$ cat src/rtl/id_stage_sequencer_if.sv
// id_stage_sequencer_if: decode-stage hazard inputs and sequencing outputs.
interface id_stage_sequencer_if #(parameter int CNT_W = 16);
    logic [15:0]      ifid_instr;
    logic             ifid_valid;
    logic             valid_rt;
    logic             is_halt;
    logic             branch_taken;
    logic             jump;
    logic             idex_mem_en;
    logic             idex_mem_wr;
    logic             idex_reg_wr;
    logic [2:0]       idex_dst_reg;
    logic             mem_busy;
    logic             pc_write_en;
    logic             ifid_write_en;
    logic             ifid_flush;
    logic             ctrl_sel;
    logic             pipe_freeze;
    logic             halt_done;
    logic [CNT_W-1:0] stall_cnt;
    logic [CNT_W-1:0] flush_cnt;
    modport slave (
        input  ifid_instr, ifid_valid, valid_rt, is_halt, branch_taken, jump,
               idex_mem_en, idex_mem_wr, idex_reg_wr, idex_dst_reg, mem_busy,
        output pc_write_en, ifid_write_en, ifid_flush, ctrl_sel, pipe_freeze,
               halt_done, stall_cnt, flush_cnt
    );
    modport master (
        output ifid_instr, ifid_valid, valid_rt, is_halt, branch_taken, jump,
               idex_mem_en, idex_mem_wr, idex_reg_wr, idex_dst_reg, mem_busy,
        input  pc_write_en, ifid_write_en, ifid_flush, ctrl_sel, pipe_freeze,
               halt_done, stall_cnt, flush_cnt
    );
endinterface

$ cat src/rtl/id_stage_sequencer.sv
// id_stage_sequencer: decode-stage stall/flush/freeze arbitration with halt drain
// and saturating stall/flush event counters.
module id_stage_sequencer #(
    parameter int DRAIN_CYCLES = 4,
    parameter int CNT_W        = 16
) (
    input  logic                 clk,
    input  logic                 rst,
    id_stage_sequencer_if.slave  bus
);
    typedef enum logic [1:0] {RUN, FREEZE, DRAIN, HALTED} state_t;
    state_t           state_q, state_d;
    logic [3:0]       drain_q, drain_d;
    logic             halt_done_q;
    logic [CNT_W-1:0] stall_q, flush_q;
    logic             lu, stall_inc, flush_inc;
    logic             pc_we, ifid_we, flush, ctrl, freeze;
    logic [2:0]       rs, rt;
    assign rs = bus.ifid_instr[10:8];
    assign rt = bus.ifid_instr[7:5];
    assign lu = bus.ifid_valid & bus.idex_mem_en & ~bus.idex_mem_wr & bus.idex_reg_wr &
                (bus.idex_dst_reg == rs | (bus.valid_rt & bus.idex_dst_reg == rt));
    always_comb begin
        state_d   = state_q;
        drain_d   = drain_q;
        pc_we     = 1'b1;
        ifid_we   = 1'b1;
        ctrl      = 1'b1;
        flush     = 1'b0;
        freeze    = 1'b0;
        stall_inc = 1'b0;
        flush_inc = 1'b0;
        unique case (state_q)
            RUN: begin
                if (bus.mem_busy) begin
                    {pc_we, ifid_we, freeze} = 3'b001;
                    state_d = FREEZE;
                end else if (lu) begin
                    {pc_we, ifid_we, ctrl} = 3'b000;
                    stall_inc = 1'b1;
                end else if (bus.ifid_valid & bus.is_halt) begin
                    {pc_we, ifid_we} = 2'b00;
                    state_d = DRAIN;
                    drain_d = 4'(DRAIN_CYCLES - 1);
                end else if (bus.ifid_valid & (bus.branch_taken | bus.jump)) begin
                    flush     = 1'b1;
                    flush_inc = 1'b1;
                end
            end
            FREEZE: begin
                if (bus.mem_busy) {pc_we, ifid_we, freeze} = 3'b001;
                else state_d = RUN;
            end
            DRAIN: begin
                {pc_we, ifid_we, ctrl} = 3'b000;
                freeze = bus.mem_busy;
                if (!bus.mem_busy) begin
                    if (drain_q == 4'd0) state_d = HALTED;
                    else drain_d = drain_q - 4'd1;
                end
            end
            HALTED: {pc_we, ifid_we, ctrl} = 3'b000;
        endcase
        // While reset is held the outputs sit at their idle values regardless of inputs.
        if (!rst) {pc_we, ifid_we, ctrl, flush, freeze} = 5'b11100;
    end
    always_ff @(posedge clk or negedge rst) begin
        if (!rst) begin
            state_q     <= RUN;
            drain_q     <= '0;
            halt_done_q <= 1'b0;
            stall_q     <= '0;
            flush_q     <= '0;
        end else begin
            state_q     <= state_d;
            drain_q     <= drain_d;
            halt_done_q <= state_d == HALTED;
            stall_q     <= stall_q + CNT_W'(stall_inc & ~&stall_q);
            flush_q     <= flush_q + CNT_W'(flush_inc & ~&flush_q);
        end
    end
    assign bus.pc_write_en   = pc_we;
    assign bus.ifid_write_en = ifid_we;
    assign bus.ifid_flush    = flush;
    assign bus.ctrl_sel      = ctrl;
    assign bus.pipe_freeze   = freeze;
    assign bus.halt_done     = halt_done_q;
    assign bus.stall_cnt     = stall_q;
    assign bus.flush_cnt     = flush_q;
endmodule

$ cat src/flat_wrapper.sv
// flat-port wrapper written by rule: the top's interface ports become plain ports
module id_stage_sequencer_flat 
#(
    parameter int DRAIN_CYCLES = 4,
    parameter int CNT_W        = 16
)
  (clk, rst, bus_ifid_instr, bus_ifid_valid, bus_valid_rt, bus_is_halt, bus_branch_taken, bus_jump, bus_idex_mem_en, bus_idex_mem_wr, bus_idex_reg_wr, bus_idex_dst_reg, bus_mem_busy, bus_pc_write_en, bus_ifid_write_en, bus_ifid_flush, bus_ctrl_sel, bus_pipe_freeze, bus_halt_done, bus_stall_cnt, bus_flush_cnt);
  id_stage_sequencer_if #(.CNT_W(CNT_W)) bus_i ();
  input  logic clk;
  input  logic rst;
  input wire logic [$bits(bus_i.ifid_instr)-1:0] bus_ifid_instr;
  input wire logic [$bits(bus_i.ifid_valid)-1:0] bus_ifid_valid;
  input wire logic [$bits(bus_i.valid_rt)-1:0] bus_valid_rt;
  input wire logic [$bits(bus_i.is_halt)-1:0] bus_is_halt;
  input wire logic [$bits(bus_i.branch_taken)-1:0] bus_branch_taken;
  input wire logic [$bits(bus_i.jump)-1:0] bus_jump;
  input wire logic [$bits(bus_i.idex_mem_en)-1:0] bus_idex_mem_en;
  input wire logic [$bits(bus_i.idex_mem_wr)-1:0] bus_idex_mem_wr;
  input wire logic [$bits(bus_i.idex_reg_wr)-1:0] bus_idex_reg_wr;
  input wire logic [$bits(bus_i.idex_dst_reg)-1:0] bus_idex_dst_reg;
  input wire logic [$bits(bus_i.mem_busy)-1:0] bus_mem_busy;
  output wire logic [$bits(bus_i.pc_write_en)-1:0] bus_pc_write_en;
  output wire logic [$bits(bus_i.ifid_write_en)-1:0] bus_ifid_write_en;
  output wire logic [$bits(bus_i.ifid_flush)-1:0] bus_ifid_flush;
  output wire logic [$bits(bus_i.ctrl_sel)-1:0] bus_ctrl_sel;
  output wire logic [$bits(bus_i.pipe_freeze)-1:0] bus_pipe_freeze;
  output wire logic [$bits(bus_i.halt_done)-1:0] bus_halt_done;
  output wire logic [$bits(bus_i.stall_cnt)-1:0] bus_stall_cnt;
  output wire logic [$bits(bus_i.flush_cnt)-1:0] bus_flush_cnt;
  assign bus_i.ifid_instr = bus_ifid_instr;
  assign bus_i.ifid_valid = bus_ifid_valid;
  assign bus_i.valid_rt = bus_valid_rt;
  assign bus_i.is_halt = bus_is_halt;
  assign bus_i.branch_taken = bus_branch_taken;
  assign bus_i.jump = bus_jump;
  assign bus_i.idex_mem_en = bus_idex_mem_en;
  assign bus_i.idex_mem_wr = bus_idex_mem_wr;
  assign bus_i.idex_reg_wr = bus_idex_reg_wr;
  assign bus_i.idex_dst_reg = bus_idex_dst_reg;
  assign bus_i.mem_busy = bus_mem_busy;
  assign bus_pc_write_en = bus_i.pc_write_en;
  assign bus_ifid_write_en = bus_i.ifid_write_en;
  assign bus_ifid_flush = bus_i.ifid_flush;
  assign bus_ctrl_sel = bus_i.ctrl_sel;
  assign bus_pipe_freeze = bus_i.pipe_freeze;
  assign bus_halt_done = bus_i.halt_done;
  assign bus_stall_cnt = bus_i.stall_cnt;
  assign bus_flush_cnt = bus_i.flush_cnt;
  id_stage_sequencer #(.DRAIN_CYCLES(DRAIN_CYCLES), .CNT_W(CNT_W)) u_core (.clk(clk), .rst(rst), .bus(bus_i));
endmodule
$ cat config.mk
export PLATFORM = sky130hd
export DESIGN_NAME = id_stage_sequencer_flat
export DESIGN_NICKNAME = d
export VERILOG_FILES = /design/src/rtl/id_stage_sequencer_if.sv /design/src/rtl/id_stage_sequencer.sv /design/src/flat_wrapper.sv
export SDC_FILE = /design/constraint.sdc
export NUM_CORES = 1
export LEC_CHECK = 0
export BUFFER_PORTS_ARGS = -buffer_cell sky130_fd_sc_hd__buf_2
export CAP_MARGIN = 10
export CORE_MARGIN = 8
export CORE_UTILIZATION = 51
export CTS_BUF_LIST = sky130_fd_sc_hd__clkbuf_8
export DETAILED_ROUTE_END_ITERATION = 10
export GPL_ROUTABILITY_DRIVEN = 0
export PLACE_DENSITY = 0.9
export SETUP_SLACK_MARGIN = 0.4
export SYNTH_ARGS = -nofsm -noshare
export SYNTH_HDL_FRONTEND = slang
export SYNTH_SLANG_ARGS = --single-unit
$ cat constraint.sdc
create_clock -name clk -period 3.05 [get_ports clk]
set_clock_uncertainty 0.15 [all_clocks]
set_input_delay 0.61 -clock clk [delete_from_list [all_inputs] [get_ports clk]]
set_output_delay 0.61 -clock clk [all_outputs]
set_load 0.005 [all_outputs]
# Word level (Yosys, flattened, before mapping)
# Index checks and enable logic that the tools add are counted.
# W data, S select, Z words.
[classes] n_addsub=3 eq_ne=11 muxes=35 bitwise_logic=12 n_reduce_logical=10
[op_table] op="$add A16 B16 Y16" n=2
[op_table] op="$reduce_and A16 Y1" n=2
[op_table] op="$mux W4" n=5
[op_table] op="$mux W1" n=19
[op_table] op="$mux W2" n=6
[op_table] op="$and A1 B1 Y1" n=9
[op_table] op="$ne A2 B2 Y1 const B" n=4
[op_table] op="$pmux W4 S2" n=1
[op_table] op="$eq A2 B2 Y1 const B" n=3
[op_table] op="$eq A3 B3 Y1" n=2
[op_table] op="$pmux W2 S3" n=1
[op_table] op="$reduce_and A6 Y1" n=1
[op_table] op="$logic_not A4 Y1" n=1
[op_table] op="$pmux W1 S2" n=2
[op_table] op="$reduce_or A2 Y1" n=2
[op_table] op="$sub A4 B1 Y4 const B" n=1
[op_table] op="$pmux W1 S3" n=1
[op_table] op="$eq A2 B1 Y1 const B" n=1
[op_table] op="$logic_not A1 Y1" n=2
[op_table] op="$logic_not A2 Y1" n=1
[op_table] op="$ne A2 B1 Y1 const B" n=1
[op_table] op="$or A1 B1 Y1" n=2
[op_table] op="$reduce_bool A2 Y1" n=1
[op_table] op="$not A1 Y1" n=1
[word_totals] ff_bits=39 input_bits=30 elab_cells=76

# Longest topological paths before layout
[logic_depth] ltp_word=9 ltp_mapped=10

# Worst setup path after synthesis
# OpenSTA, ideal clock, no wires.
[synth_path] path_type="input-to-reg" startpoint="input bus_idex_dst_reg[0]" endpoint="register u_core.stall_q[10] (netlist: u_core.bus.stall_cnt[10])" arrival_time_ps=2355 slack_ps=465 path_stages=10 path_buffers=0 path_cell_list="xnor2_1 > nand4_1 > a21oi_2 > and3_1 > ha_1 > ha_1 > nand3_1 > nor2_1 > and3_1 > xor2_1"
[synth_via] elab_chain_len=9 elab_cells_between_ends=10 cone_classes="add/sub: 1; eq/ne: 2; mux: 3; bitwise: 4"
[synth_lines] element="start: declaration" line="flat_wrapper.sv:20" source="input wire logic [$bits(bus_i.idex_dst_reg)-1:0] bus_idex_dst_reg;"
[synth_lines] element="$eq A3 B3 Y1" line="id_stage_sequencer.sv:22" source="(bus.idex_dst_reg == rs | (bus.valid_rt & bus.idex_dst_reg == rt));"
[synth_lines] element="$and A1 B1 Y1" line="id_stage_sequencer.sv:22"
[synth_lines] element="$or A1 B1 Y1 *" line="id_stage_sequencer.sv:22"
[synth_lines] element="$and A1 B1 Y1 *" line="id_stage_sequencer.sv:21" source="assign lu = bus.ifid_valid & bus.idex_mem_en & ~bus.idex_mem_wr & bus.idex_reg_wr &"
[synth_lines] element="$mux W1 *" line="id_stage_sequencer.sv:38" source="end else if (lu) begin"
[synth_lines] element="$mux W1 *" line="id_stage_sequencer.sv:35" source="if (bus.mem_busy) begin"
[synth_lines] element="$mux W1 *" line="id_stage_sequencer.sv:33" source="unique case (state_q)"
[synth_lines] element="$and A1 B1 Y1 *" line="id_stage_sequencer.sv:78" source="stall_q <= stall_q + CNT_W'(stall_inc & ~&stall_q);"
[synth_lines] element="$add A16 B16 Y16 *" line="id_stage_sequencer.sv:78"
[synth_lines] element="end signal: assignment" line="id_stage_sequencer.sv:78"
[synth_lines] element="end: declaration" line="id_stage_sequencer.sv:15" source="logic [CNT_W-1:0] stall_q, flush_q;"
# Mark *: on every way between the ends. The rest lies on a longest branch, timed or not.
# A chain may end at the register's enable or synchronous reset.

# Final worst setup path
[layout_path] startpoint="register u_core.flush_q[5] (netlist: u_core.bus.flush_cnt[5])" endpoint="register u_core.flush_q[8] (netlist: u_core.bus.flush_cnt[8])"
[layout_via] elab_chain_len=4
[layout_lines] element="start: declaration" line="id_stage_sequencer.sv:15"
[layout_lines] element="start signal: assignment" line="id_stage_sequencer.sv:79" source="flush_q <= flush_q + CNT_W'(flush_inc & ~&flush_q);"
[layout_lines] element="$reduce_and A16 Y1" line="id_stage_sequencer.sv:79"
[layout_lines] element="$logic_not A1 Y1" line="id_stage_sequencer.sv:79"
[layout_lines] element="$and A1 B1 Y1" line="id_stage_sequencer.sv:79"
[layout_lines] element="$add A16 B16 Y16 *" line="id_stage_sequencer.sv:79"
# Marked as above.

==> flow_summary.yaml <==
run_status:
  status: "finished clean"
worst_setup_path:
  worstSetupStartpointType: "flop"
  endpoint_kind: "flop"
  critPathKind: "flop to flop"
  r2r-start: "u_core.bus.flush_cnt[5]"
  cp_max_fo: 6
  cpMaxStageDelayCell: "or4_4"
  rr_worst_depth: 10
  required_ps: 3110
  worstPathArrival_ps: 2600
  cp.buffers_inverters: 0
  max_stage_delay_ps: 550
  critPathTopFamily: "simple AND/OR/NAND/NOR gates"
  crit_cells: 10
  worstPathCellList: "nand3_4 > or4_4 > nor3_2 > nor3_1 > ha_2 > ha_1 > and3_4 > and2b_2 > nand2_1 > xnor2_1"
  cp-startpoint: "u_core.bus.flush_cnt[5]"
global_routing:
  antenna_found_initial: 0
  grt_use_total_pct: 15.5
  grt_pass1_wl_mm: 7.62
  grt_max_degree: 24
  grt_pass1_vias: 1697
  grt_overflow: 0
pwr:
  p_per_area_mw_per_mm2: 502
  ir_worst_vdd_mv: 0.285
  leakage_nw: 1.28
  power.total_mw: 1.24
yosys:
  ys_types: 34
  synthesis.area_mm2: 0.00192
  synth_xor_area_share_pct: 16.4
  synthSimpleGateAreaFrac_pct: 21.1
  synth-edff-count: 0
  synth_async_sr_flop_share_pct: 100
  synth_top_area_cell: "dfrtp_1"
  synth-seq-area-share_pct: 50.9
  ys_ff_latch: 39
  synth_flop_cell: "dfrtp_1"
  yosys_warnings: 0
  avgSynthCellArea_um2: 10.6
  synth_area_leaders: "dfrtp_1, xnor2_1, xor2_1"
  synthAdderAreaFrac_pct: 4.57
  synth_top_family_by_area: "simple AND/OR/NAND/NOR gates"
  syn-num-nets: 218
  yosysTopAreaCellShare_pct: 50.9
  synthMuxAreaShare_pct: 0.522
  synth_compound_area_share_pct: 4.89
  synthesis.instances: 181
timing:
  finalSetupViolations: 0
  rsz0062_at_grt: "no"
  tightest_slew_ps: 471
  fmax_mhz: 394
  period_share_pct: 83.3
  slew_viol_final: 0
  setup-tns-final_ps: 0
  holdWs_ps: 117
  fin_crit_ps: 2540
  relSlewSlack_pct: 68.6
  hold_violations: 0
cells_and_area:
  fillCellCount: 296
  antenna_cells: 0
  final_core_util_pct: 67.9
  regArea_um2: 976
  multi_input_area_um2: 945
  drive_gt1_share_pct: 34.5
  area_delta_synth_final_pct: 28.6
  nets: 291
routing:
  drt_pass1_iterations: 4
  wl_per_cell_um: 14.8
  vias: 1580
  detail-route-antenna-nets: 0
  wl_mm: 4.47
  drc: 0
  via_per_inst: 5.21
  drt_iter0_drc: 58
clock_tree:
  clkSlewWorstSetupHoldPaths_ps: 70
  cts-buffers-inserted: 5
  root_buffer: "clkbuf_8"
  cts_tree: "yes"
  ctsHoldBuffers: 0
  insertion_delay_ps: 290
  cts.sinks: 39
  htree_levels: 2
  cts_buffer_depth: 2
floorplanning:
  io_pins: 68
  fp.dieH_um: 77.3
  die-area_mm2: 0.00598
  die-width_um: 77.3
  start_util_pct: 52.8
  core_area_mm2: 0.00363
  num_rows: 22
hold_path:
  hold_path_class: "input pin to async pin"
job:
  maxCapViolCount: 0
placed_design:
  hpwl_mm: 3.39
  portBuffers: 57
## per-stage QoR
stage,cell area (um2),setup slack [ps],std cells
after floorplan,1920,465,181
after global placement,2290,300,289
after detailed placement,2290,251,289
after CTS,2440,434,303
after global routing,2470,417,303
final,2470,511,303
## worst paths after layout
kind	endpoint	slack [ps]
setup / recovery	u_core.bus.flush_cnt[8]	510
hold / removal	u_core.state_q[1]	120
setup reg to reg	u_core.bus.flush_cnt[8]	510
hold reg to reg	u_core.bus.stall_cnt[13]	340
max in group asynchronous	u_core.bus.stall_cnt[5]	1970
min in group clk	u_core.bus.stall_cnt[13]	340
## report_power, final
part / leakage [nW] / internal [mW] / switching, mW
clock: 0.0557 / 0.203 / 0.171
combinational: 0.708 / 0.112 / 0.119
sequential: 0.519 / 0.574 / 0.0592
## cell usage after synthesis, drive strengths merged (3+ instances only)
master / count
nand3: 18
xor2: 13
nor2: 15
ha: 7
xnor2: 23
and3: 5
inv: 5
dfrtp: 39
nand2: 15
a21oi: 3
nor3: 7
nand4: 9
## layout make-up
cell class	instances	share of cell area, %
Inverter	5	0.761
Tap cell	48	2.43
Timing Repair Buffer	68	14.9
Clock buffer	7	3.90
Sequential cell	39	39.6
Multi-Input combinational cell	135	38.3
Clock inverter	1	0.152
## repair_timing
item                       CTS  global route
resized for setup            1             6
setup endpoints to repair    1             4
setup buffers                6             0
## state kept, by name, summed over array words and instances (netlist names)
signal and count:
u_core.drain_q 4, u_core.bus.flush_cnt 16, u_core.state_q 2, u_core.bus.halt_done 1, u_core.bus.stall_cnt 16
## cells by family after synthesis
kind of cell	after synthesis
AND/OR/NAND/NOR	78
adder cells (fa/ha/maj)	7
flip-flops	39
XOR/XNOR	36
multiplexers	1
buffers and inverters	7
AO/OA/AOI/OAI	13
## cell usage in the layout, fill, tap and decap left out, types with 2 or more instances in the layout
cell type  count
buf_2         57
dfrtp_1       39
xnor2_1       23
nand3_1       17
nand2_1       15
xor2_1        13
nor2_1        13
buf_4         11
nand4_1        9
clkbuf_8       7
inv_1          6
ha_1           6
nor3_1         4
and3_1         4
nor3_2         3
nor2_2         2
a21oi_1        2
o21bai_1       2
o21a_1         2
a41oi_1        2
## layer usage
layer	wire (um)	GRT usage [%]	up-vias
met3	293	6.41	7
met2	2230	25.7	46
met4	74	5.09	0
li1	-	-	772
met5	0	0	-
met1	1880	17.6	755
Note: power is estimated with default switching activity, not from simulation.
